### src/rtl/inst_fetch_queue.sv
`default_nettype none
// ============================================================================
// inst_fetch_queue : sequential instruction fetch over a req/ack memory port,
//                    buffering {inst, pc} in a DEPTH-entry FIFO for decode.
// Revision 1.0 - initial release
// ============================================================================
module inst_fetch_queue #(
    parameter int          DEPTH    = 4,
    parameter logic [29:0] RESET_PC = 30'h100000
) (
    input  logic        clk,
    input  logic        reset,
    output logic        mem_req,
    output logic [29:0] mem_addr,
    input  logic        mem_ack,
    input  logic [31:0] mem_rdata,
    output logic        inst_valid,
    output logic [31:0] inst,
    output logic [29:0] inst_pc,
    input  logic        inst_ready,
    input  logic        redirect,
    input  logic [29:0] redirect_pc
);

    localparam int              c_PW      = $clog2(DEPTH);
    localparam int              c_CW      = c_PW + 1;
    localparam logic [c_CW-1:0] c_DEPTH   = c_CW'(DEPTH);
    localparam logic [1:0]      c_ST_IDLE = 2'd0;
    localparam logic [1:0]      c_ST_WAIT = 2'd1;
    localparam logic [1:0]      c_ST_DROP = 2'd2;

    logic [1:0]      state_q,    state_d;
    logic [29:0]     fetch_pc_q, fetch_pc_d;
    logic [29:0]     req_addr_q, req_addr_d;
    logic [c_PW-1:0] rd_ptr_q,   rd_ptr_d;
    logic [c_PW-1:0] wr_ptr_q,   wr_ptr_d;
    logic [c_CW-1:0] count_q,    count_d;
    logic [31:0]     inst_mem_q [DEPTH];
    logic [31:0]     inst_mem_d [DEPTH];
    logic [29:0]     pc_mem_q   [DEPTH];
    logic [29:0]     pc_mem_d   [DEPTH];

    logic            w_ack;
    logic            w_push;
    logic            w_pop;
    logic            w_room;
    logic            w_issue;
    logic [c_CW-1:0] w_count_next;

    assign mem_req    = (state_q == c_ST_WAIT) || (state_q == c_ST_DROP);
    assign mem_addr   = req_addr_q;
    assign inst_valid = (count_q != '0);
    assign inst       = inst_mem_q[rd_ptr_q];
    assign inst_pc    = pc_mem_q[rd_ptr_q];

    // Data returned in DROP belongs to a request issued before a redirect.
    assign w_ack        = mem_req && mem_ack;
    assign w_push       = w_ack && (state_q == c_ST_WAIT);
    assign w_pop        = inst_valid && inst_ready;
    assign w_count_next = count_q - c_CW'(w_pop) + c_CW'(w_push);
    assign w_room       = (w_count_next < c_DEPTH);

    always_comb begin
        state_d    = state_q;
        fetch_pc_d = fetch_pc_q;
        req_addr_d = req_addr_q;
        rd_ptr_d   = rd_ptr_q;
        wr_ptr_d   = wr_ptr_q;
        count_d    = count_q;
        inst_mem_d = inst_mem_q;
        pc_mem_d   = pc_mem_q;
        w_issue    = 1'b0;

        if (redirect) begin
            rd_ptr_d = '0;
            wr_ptr_d = '0;
            count_d  = '0;
            if ((state_q == c_ST_IDLE) || w_ack) begin
                req_addr_d = redirect_pc;
                fetch_pc_d = redirect_pc + 30'd1;
                state_d    = c_ST_WAIT;
            end else begin
                // Old request stays on the bus until acked; its data is dropped.
                fetch_pc_d = redirect_pc;
                state_d    = c_ST_DROP;
            end
        end else begin
            if (w_pop) begin
                rd_ptr_d = rd_ptr_q + c_PW'(1);
            end
            if (w_push) begin
                inst_mem_d[wr_ptr_q] = mem_rdata;
                pc_mem_d[wr_ptr_q]   = req_addr_q;
                wr_ptr_d             = wr_ptr_q + c_PW'(1);
            end
            count_d = w_count_next;

            // A new request is only issued when a free slot can be reserved.
            case (state_q)
                c_ST_IDLE: begin
                    w_issue = (count_q < c_DEPTH);
                end
                c_ST_WAIT: begin
                    if (w_ack) begin
                        if (w_room) begin
                            w_issue = 1'b1;
                        end else begin
                            state_d = c_ST_IDLE;
                        end
                    end
                end
                c_ST_DROP: begin
                    w_issue = w_ack;
                end
                default: begin
                    state_d = c_ST_IDLE;
                end
            endcase

            if (w_issue) begin
                req_addr_d = fetch_pc_q;
                fetch_pc_d = fetch_pc_q + 30'd1;
                state_d    = c_ST_WAIT;
            end
        end
    end

    always_ff @(posedge clk or negedge reset) begin
        if (!reset) begin
            state_q    <= c_ST_IDLE;
            fetch_pc_q <= RESET_PC;
            req_addr_q <= RESET_PC;
            rd_ptr_q   <= '0;
            wr_ptr_q   <= '0;
            count_q    <= '0;
            for (int i = 0; i < DEPTH; i++) begin
                inst_mem_q[i] <= '0;
                pc_mem_q[i]   <= '0;
            end
        end else begin
            state_q    <= state_d;
            fetch_pc_q <= fetch_pc_d;
            req_addr_q <= req_addr_d;
            rd_ptr_q   <= rd_ptr_d;
            wr_ptr_q   <= wr_ptr_d;
            count_q    <= count_d;
            inst_mem_q <= inst_mem_d;
            pc_mem_q   <= pc_mem_d;
        end
    end

endmodule
`default_nettype wire

### config.mk
export PLATFORM = sky130hd
export DESIGN_NAME = inst_fetch_queue
export DESIGN_NICKNAME = d
export VERILOG_FILES = /design/src/rtl/inst_fetch_queue.sv
export SDC_FILE = /design/constraint.sdc
export NUM_CORES = 1
export LEC_CHECK = 0
export ABC_AREA = 1
export BUFFER_PORTS_ARGS = -buffer_cell sky130_fd_sc_hd__buf_2
export CAP_MARGIN = 0
export CORE_MARGIN = 2
export CORE_UTILIZATION = 61
export CTS_BUF_LIST = sky130_fd_sc_hd__clkbuf_8
export CTS_CLUSTER_DIAMETER = 30
export DETAILED_ROUTE_END_ITERATION = 12
export HOLD_SLACK_MARGIN = 0.02
export PLACE_DENSITY = 0.78
export RECOVER_POWER = 100
export SYNTH_ARGS = -nofsm -noshare
export SYNTH_HDL_FRONTEND = slang
export SYNTH_SLANG_ARGS = --single-unit
### constraint.sdc
create_clock -name clk -period 4.1 [get_ports clk]
set_clock_uncertainty 0.2 [all_clocks]
set_input_delay 0 -clock clk [delete_from_list [all_inputs] [get_ports clk]]
set_output_delay 0 -clock clk [all_outputs]
set_load 0.005 [all_outputs]
* Word level (Yosys, flattened, before mapping) *
Cells that the tools add are included.

operators by class
  $add $sub $neg = 6
  $lt $le $gt $ge = 5
  equal/unequal tests = 6
  mux-type cells = 33
  bitwise logic cells = 3
  reductions and logical operators = 15

operators with widths
  operator                 count
  $mux W30                 9
  $bwmux W128              1
  $bwmux W120              1
  $mux W32                 3
  $bmux W32 S2             1
  $demux W32 S2            1
  $add A30 B1 Y30 const B  2
  $bmux W30 S2             1
  $demux W30 S2            1
  $mux W2                  9
  $ne A4 B3 Y1 const B     2
  $ge A3 B3 Y1 const B     2
  $lt A3 B3 Y1 const B     2
  $not A2 Y3               2
  $reduce_bool A2 Y1       3
  $add A2 B1 Y2 const B    2
  $logic_and A1 B1 Y1      4
  $pmux W2 S2              1
  $reduce_and A2 Y1        2
  $add A3 B1 Y3            1
  $lt A3 B1 Y1 const B     1
  $mux W1                  3
  $mux W3                  1
  $ne A3 B1 Y1 const B     1
  other kinds (11)         12

storage, ports and cells
  flip-flop bits (word level) = 317
  input bits = 67
  output and inout port bits = 94
  word-level logic and storage cells = 82

* Logic depth before layout (Yosys ltp) *
  word-level depth = 12
  depth in mapped cells = 21
  gate-level depth less buffers = 19

* Worst setup path before layout *
Ideal clock, no wire load.

  kind = register -> register
  start = register state_q[0]
  end = register fetch_pc_q[19]
  setup time = 0.117 ns
  data arrival time = 2.683 ns
  required time = 3.783 ns
  setup slack = 1.100 ns
  stages on the path, launching flop included = 21
  path buffers = 2
  period minus slack after synthesis = 3.000 ns
  cells stage by stage = dfrtp_1 inv_1 ha_1 nand2_2 nor2_4 inv_2 ha_1 inv_1 ha_1 inv_1 fa_1 inv_1 nand2_2 nand3_2 nand2_2 nand2_4 nand2_2 buf_6 buf_4 nand3_1 nand2_1

on the way
  cells in the longest elaborated chain, start to end = 11
  elaborated cells on any way between the ends = 16
  classes of those cells = 1 x add/sub; 1 x order compare; 2 x eq/ne; 6 x mux; 6 x reduce/logical

RTL lines
  item                                          line  text
  from (decl)                                   32    logic [1:0] state_q, state_d;
  from (signal assigned)                        130   state_q <= c_ST_IDLE;
  from (signal assigned)                        141   state_q <= state_d;
  $eq A2 B1 Y1 or $eq A2 B2 Y1 (tied branches)  50    assign mem_req = (state_q == c_ST_WAIT) || (state_q == c_ST_DROP);
  $logic_or A1 B1 Y1 (*)                        50
  net mem_req                                   13    output logic mem_req,
  $logic_and A1 B1 Y1 (*)                       57    assign w_ack = mem_req && mem_ack;
  $logic_and A1 B1 Y1                           58    assign w_push = w_ack && (state_q == c_ST_WAIT);
  $add A3 B1 Y3                                 60    assign w_count_next = count_q - c_CW'(w_pop) + c_CW'(w_push);
  $lt A3 B3 Y1                                  61    assign w_room = (w_count_next < c_DEPTH);
  $mux W1                                       105   if (w_room) begin
  $mux W1                                       104   if (w_ack) begin
  $pmux W1 S3                                   99    case (state_q)
  $mux W1                                       74    if (redirect) begin
  $reduce_bool A2 Y1 (no source line)           -
  to (signal assigned)                          142   fetch_pc_q <= fetch_pc_d;
  to (decl)                                     33    logic [29:0] fetch_pc_q, fetch_pc_d;

Mark *: on every way through the listed nets, which the timed path passes. The rest lies on a longest branch. The select of a mux whose other input is x is not followed.
A chain may end at the register's enable or synchronous reset.

* Worst setup path after layout *
  start = register state_q[0]
  end = register fetch_pc_q[29]

on the way
  cells in the longest elaborated chain, start to end = 11
  elaborated cells on any way between the ends = 16
  classes of those cells = 1 x add/sub; 1 x order compare; 2 x eq/ne; 6 x mux; 6 x reduce/logical

RTL lines
  item                                          line
  $eq A2 B1 Y1 or $eq A2 B2 Y1 (tied branches)  50, 58, 99
  $logic_or A1 B1 Y1                            50
  $logic_and A1 B1 Y1                           57
  $logic_and A1 B1 Y1                           58
  $add A3 B1 Y3                                 60
  $lt A3 B3 Y1                                  61
  $mux W1                                       105
  $mux W1                                       104
  $pmux W1 S3                                   99
  $mux W1                                       74
  $reduce_bool A2 Y1 (no source line)           -

Parallel ways exist; a longest one is shown, timed or not. The select of a mux whose other input is x is not followed.

==> impl_metrics.env <==
export IMPL_status="finished, violations left"
export IMPL_violations="capacitance limit, slew limit"
export IMPL_rows=58
export IMPL_clock_fmax_ghz=0.2563
export IMPL_gp_congestion=0.9953
export IMPL_tightest_slew_ns=2.404
export IMPL_core_area_um2=25180
export IMPL_avgRoutedWirePerCell_um=16.54
export IMPL_viasPerCell=5.648
export IMPL_start_util_pct=62.23
export IMPL_power_mw=12.42
export IMPL_clk_insertion_delay_late_ns=0.57
export IMPL_synth_simple_gate_area_share_pct=22.05
export IMPL_internal_power_mw=7.790
export IMPL_synthArstFlopShare_pct=100.0
export IMPL_critical_path_class="flop to flop"
export IMPL_p_sw_mw=4.629
export IMPL_ant_nets=0
export IMPL_fin_cells=2589
export IMPL_yosys_most_used_dff="dfrtp_1"
export IMPL_yosysSeqAreaShare_pct=50.63
export IMPL_synthMuxAreaShare_pct=0.6387
export IMPL_portBuffers=160
export IMPL_synth_commonest_cells="nand2_1, dfrtp_1, o21ai_1"
export IMPL_cp_required_ns=4.33
export IMPL_dieArea_um2=26990
export IMPL_synthXorXnorAreaFrac_pct=0.9501
export IMPL_startpoint_type="flop"
export IMPL_yosys_area_top_type="dfrtp_1"
export IMPL_syn_area_per_cell_um2=7.951
export IMPL_finalCriticalPeriod_ns=3.902
export IMPL_gr_total_overflow=0
export IMPL_yosysWarnings=0
export IMPL_initialDrtViolationCount=1599
export IMPL_synth_top_family_by_area="simple AND/OR/NAND/NOR gates"
export IMPL_dr_pass1_iters=5
export IMPL_fin_crit_sh_pct=95.17
export IMPL_yosys_cell_count_top_type="nand2_1"
export IMPL_antenna_found_initial=0
export IMPL_placed_cells_incl_taps=2365
export IMPL_dpl_worst_slack_ns=0.5666
export IMPL_cp_max_fo=16
export IMPL_numClockSinks=317
export IMPL_clock_power_share_pct=31.4
export IMPL_synth_adder_area_share_pct=1.086
export IMPL_p_comb_share_pct=30.9
export IMPL_vias=14623
export IMPL_hold_ws_ns=0.1018
export IMPL_hp_class="input pin to flop"
export IMPL_arrival_ns=4.14
export IMPL_grt_pass1_vias=14381
export IMPL_drive_gt1_share_pct=11.29
export IMPL_netlist_top_cells_area="dfrtp_1, nand2_1, o21ai_1"
export IMPL_die_y_um=164.3
export IMPL_drcViolationCount=0
export IMPL_p_seq_share_pct=37.7
export IMPL_die_w_um=164.3
export IMPL_syn_area_um2=15670
export IMPL_ys_types=42
export IMPL_setup_violations=0
export IMPL_gr_usage_all_layers_pct=31.99
export IMPL_ys_seq_elements=317
export IMPL_hold_viol=0
export IMPL_synth_nets=2051
export IMPL_grt_setup_unrepaired="false"
export IMPL_powerDensity_nw_per_um2=657.7
export IMPL_diodes=0
export IMPL_fillers=1903
export IMPL_synth_top_area_share_pct=50.30
export IMPL_endpoint_kind="flop"
export IMPL_numCtsBuffers=71
export IMPL_setup_tns_ns=0
export IMPL_syn_to_final_growth_pct=20.49
export IMPL_peakVddDrop_uv=338.2
export IMPL_switching_share_pct=37.28
export IMPL_cts_tree="built"
export IMPL_grt_start_max_net_pins=109
export IMPL_dp_hpwl_um=26060
export IMPL_wl_um=42830
export IMPL_nets=2285
export IMPL_grt_pass1_wl_um=69400
export IMPL_p_leak_nw=9.053
export IMPL_slew_violations=321
export IMPL_clk_path_buf_depth=3
export IMPL_root_buffer="clkbuf_8"
export IMPL_synth_edf_count=0
export IMPL_synth_compound_area_share_pct=17.75
export IMPL_cts_htree_levels=3
export IMPL_syn_inst=1971
export IMPL_maxCapViolCount=4
export IMPL_slew_limit_headroom_pct=-60.29
export IMPL_path_clk_slew_ns=0.06
export IMPL_fin_ws_ns=0.1982
export IMPL_ios=161
## flip-flops by register name, summed over array words and instances, names as in the netlist
signal	flops
inst_mem_q	128
fetch_pc_q	30
mem_addr	30
pc_mem_q	120
wr_ptr_q	2
rd_ptr_q	2
state_q	2
count_q	3
## placed cells by master, fill, tap and decap left out, types with 10 or more instances in the layout
master         count
nand2_1          513
o21ai_0          428
dfrtp_1          314
nor2_1           211
inv_1            130
dlygate4sd3_1     94
clkbuf_8          87
clkbuf_1          84
buf_2             75
o22ai_1           63
nand3_1           56
o21ai_1           16
clkinv_2          14
a21oi_1           14
nor2_2            13
nand3b_1          12
xor2_1            12
ha_1              12
nand4_1           11
buf_4             11
mux2i_1           10
## critical path, cell delays in order (launching register included)
cell           delay [ns]
dfrtp_1              0.39
inv_1                0.10
ha_1                 0.33
nand2_1              0.15
nand2_4              0.25
inv_1                0.22
nor2_1               0.22
nand3_1              0.09
dlygate4sd3_1        0.57
nand3_1              0.09
dlygate4sd3_1        0.56
nand3_1              0.06
dlygate4sd3_1        0.55
## per-stage QoR
step,util [%],area (µm²)
floorplan,-,15670
global placement,65.62,16520
detailed placement,65.62,16520
CTS,75.92,19120
global route,74.98,18880
finish,74.98,18880
## power by group through the flow
stage	clock network, mW	logic (mW)	registers [mW]
after floorplan	0	2.63	4.47
after global placement	0	3.83	4.66
after detailed placement	0	3.93	4.69
after CTS	3.95	4.06	4.65
after global routing	4.13	4.34	4.77
final	3.90	3.84	4.68
## per-layer routing
metal	up-vias	part of all wire, %	global-route usage (%)
li1	6964	-	-
met1	6967	42	42.50
met2	592	48	51.71
met3	100	7.1	5.909
met4	0	2.8	13.72
met5	-	0	0
## repair_timing
| action | CTS | global route |
|---|---|---|
| gates resized for setup | 0 | 5 |
| endpoints found under the setup margin | 0 | 5 |
| hold buffers | 96 | 0 |
| buffers inserted | 0 | 2 |
| endpoints found under the hold margin | 508 | 0 |
## logic make-up after synthesis
| family | after synthesis |
|---|---|
| and+or+nand+nor | 839 |
| AOI/OAI and AO/OA | 532 |
| DFF | 317 |
| buffers and inverters | 243 |
| xor gates and xnor gates | 17 |
| adders and majority gates | 13 |
| muxes | 10 |
## path summary, 6_finish.rpt
path                                          start                         end  depth (start not counted)  slack [ns]
max in group asynchronous                     reset     rd_ptr_q[1]$_DFFE_PN0P_                          4        0.79
min                                   mem_rdata[28]  inst_mem_q[60]$_DFFE_PN0P_                          4        0.10
min reg2reg                pc_mem_q[44]$_DFFE_PN0P_    pc_mem_q[44]$_DFFE_PN0P_                          2        0.28
max                          state_q[0]$_DFFE_PN0P_  fetch_pc_q[29]$_DFFE_PN0P_                         12        0.20
min in group asynchronous                     reset   inst_mem_q[6]$_DFFE_PN0P_                          4        1.22
max reg2reg                  state_q[0]$_DFFE_PN0P_  fetch_pc_q[29]$_DFFE_PN0P_                         12        0.20
## cell type report
type / instances / area, µm² / area share, %
Inverter: 128 / 489.2 / 2.591
Clock buffer: 87 / 1197 / 6.342
Sequential cell: 317 / 7936 / 42.03
Multi-Input combinational cell: 1411 / 6648 / 35.21
Timing Repair Buffer: 276 / 1780 / 9.429
Clock inverter: 40 / 417.9 / 2.213
Tap cell: 330 / 412.9 / 2.187
Note: power is estimated with default switching activity, not from simulation.
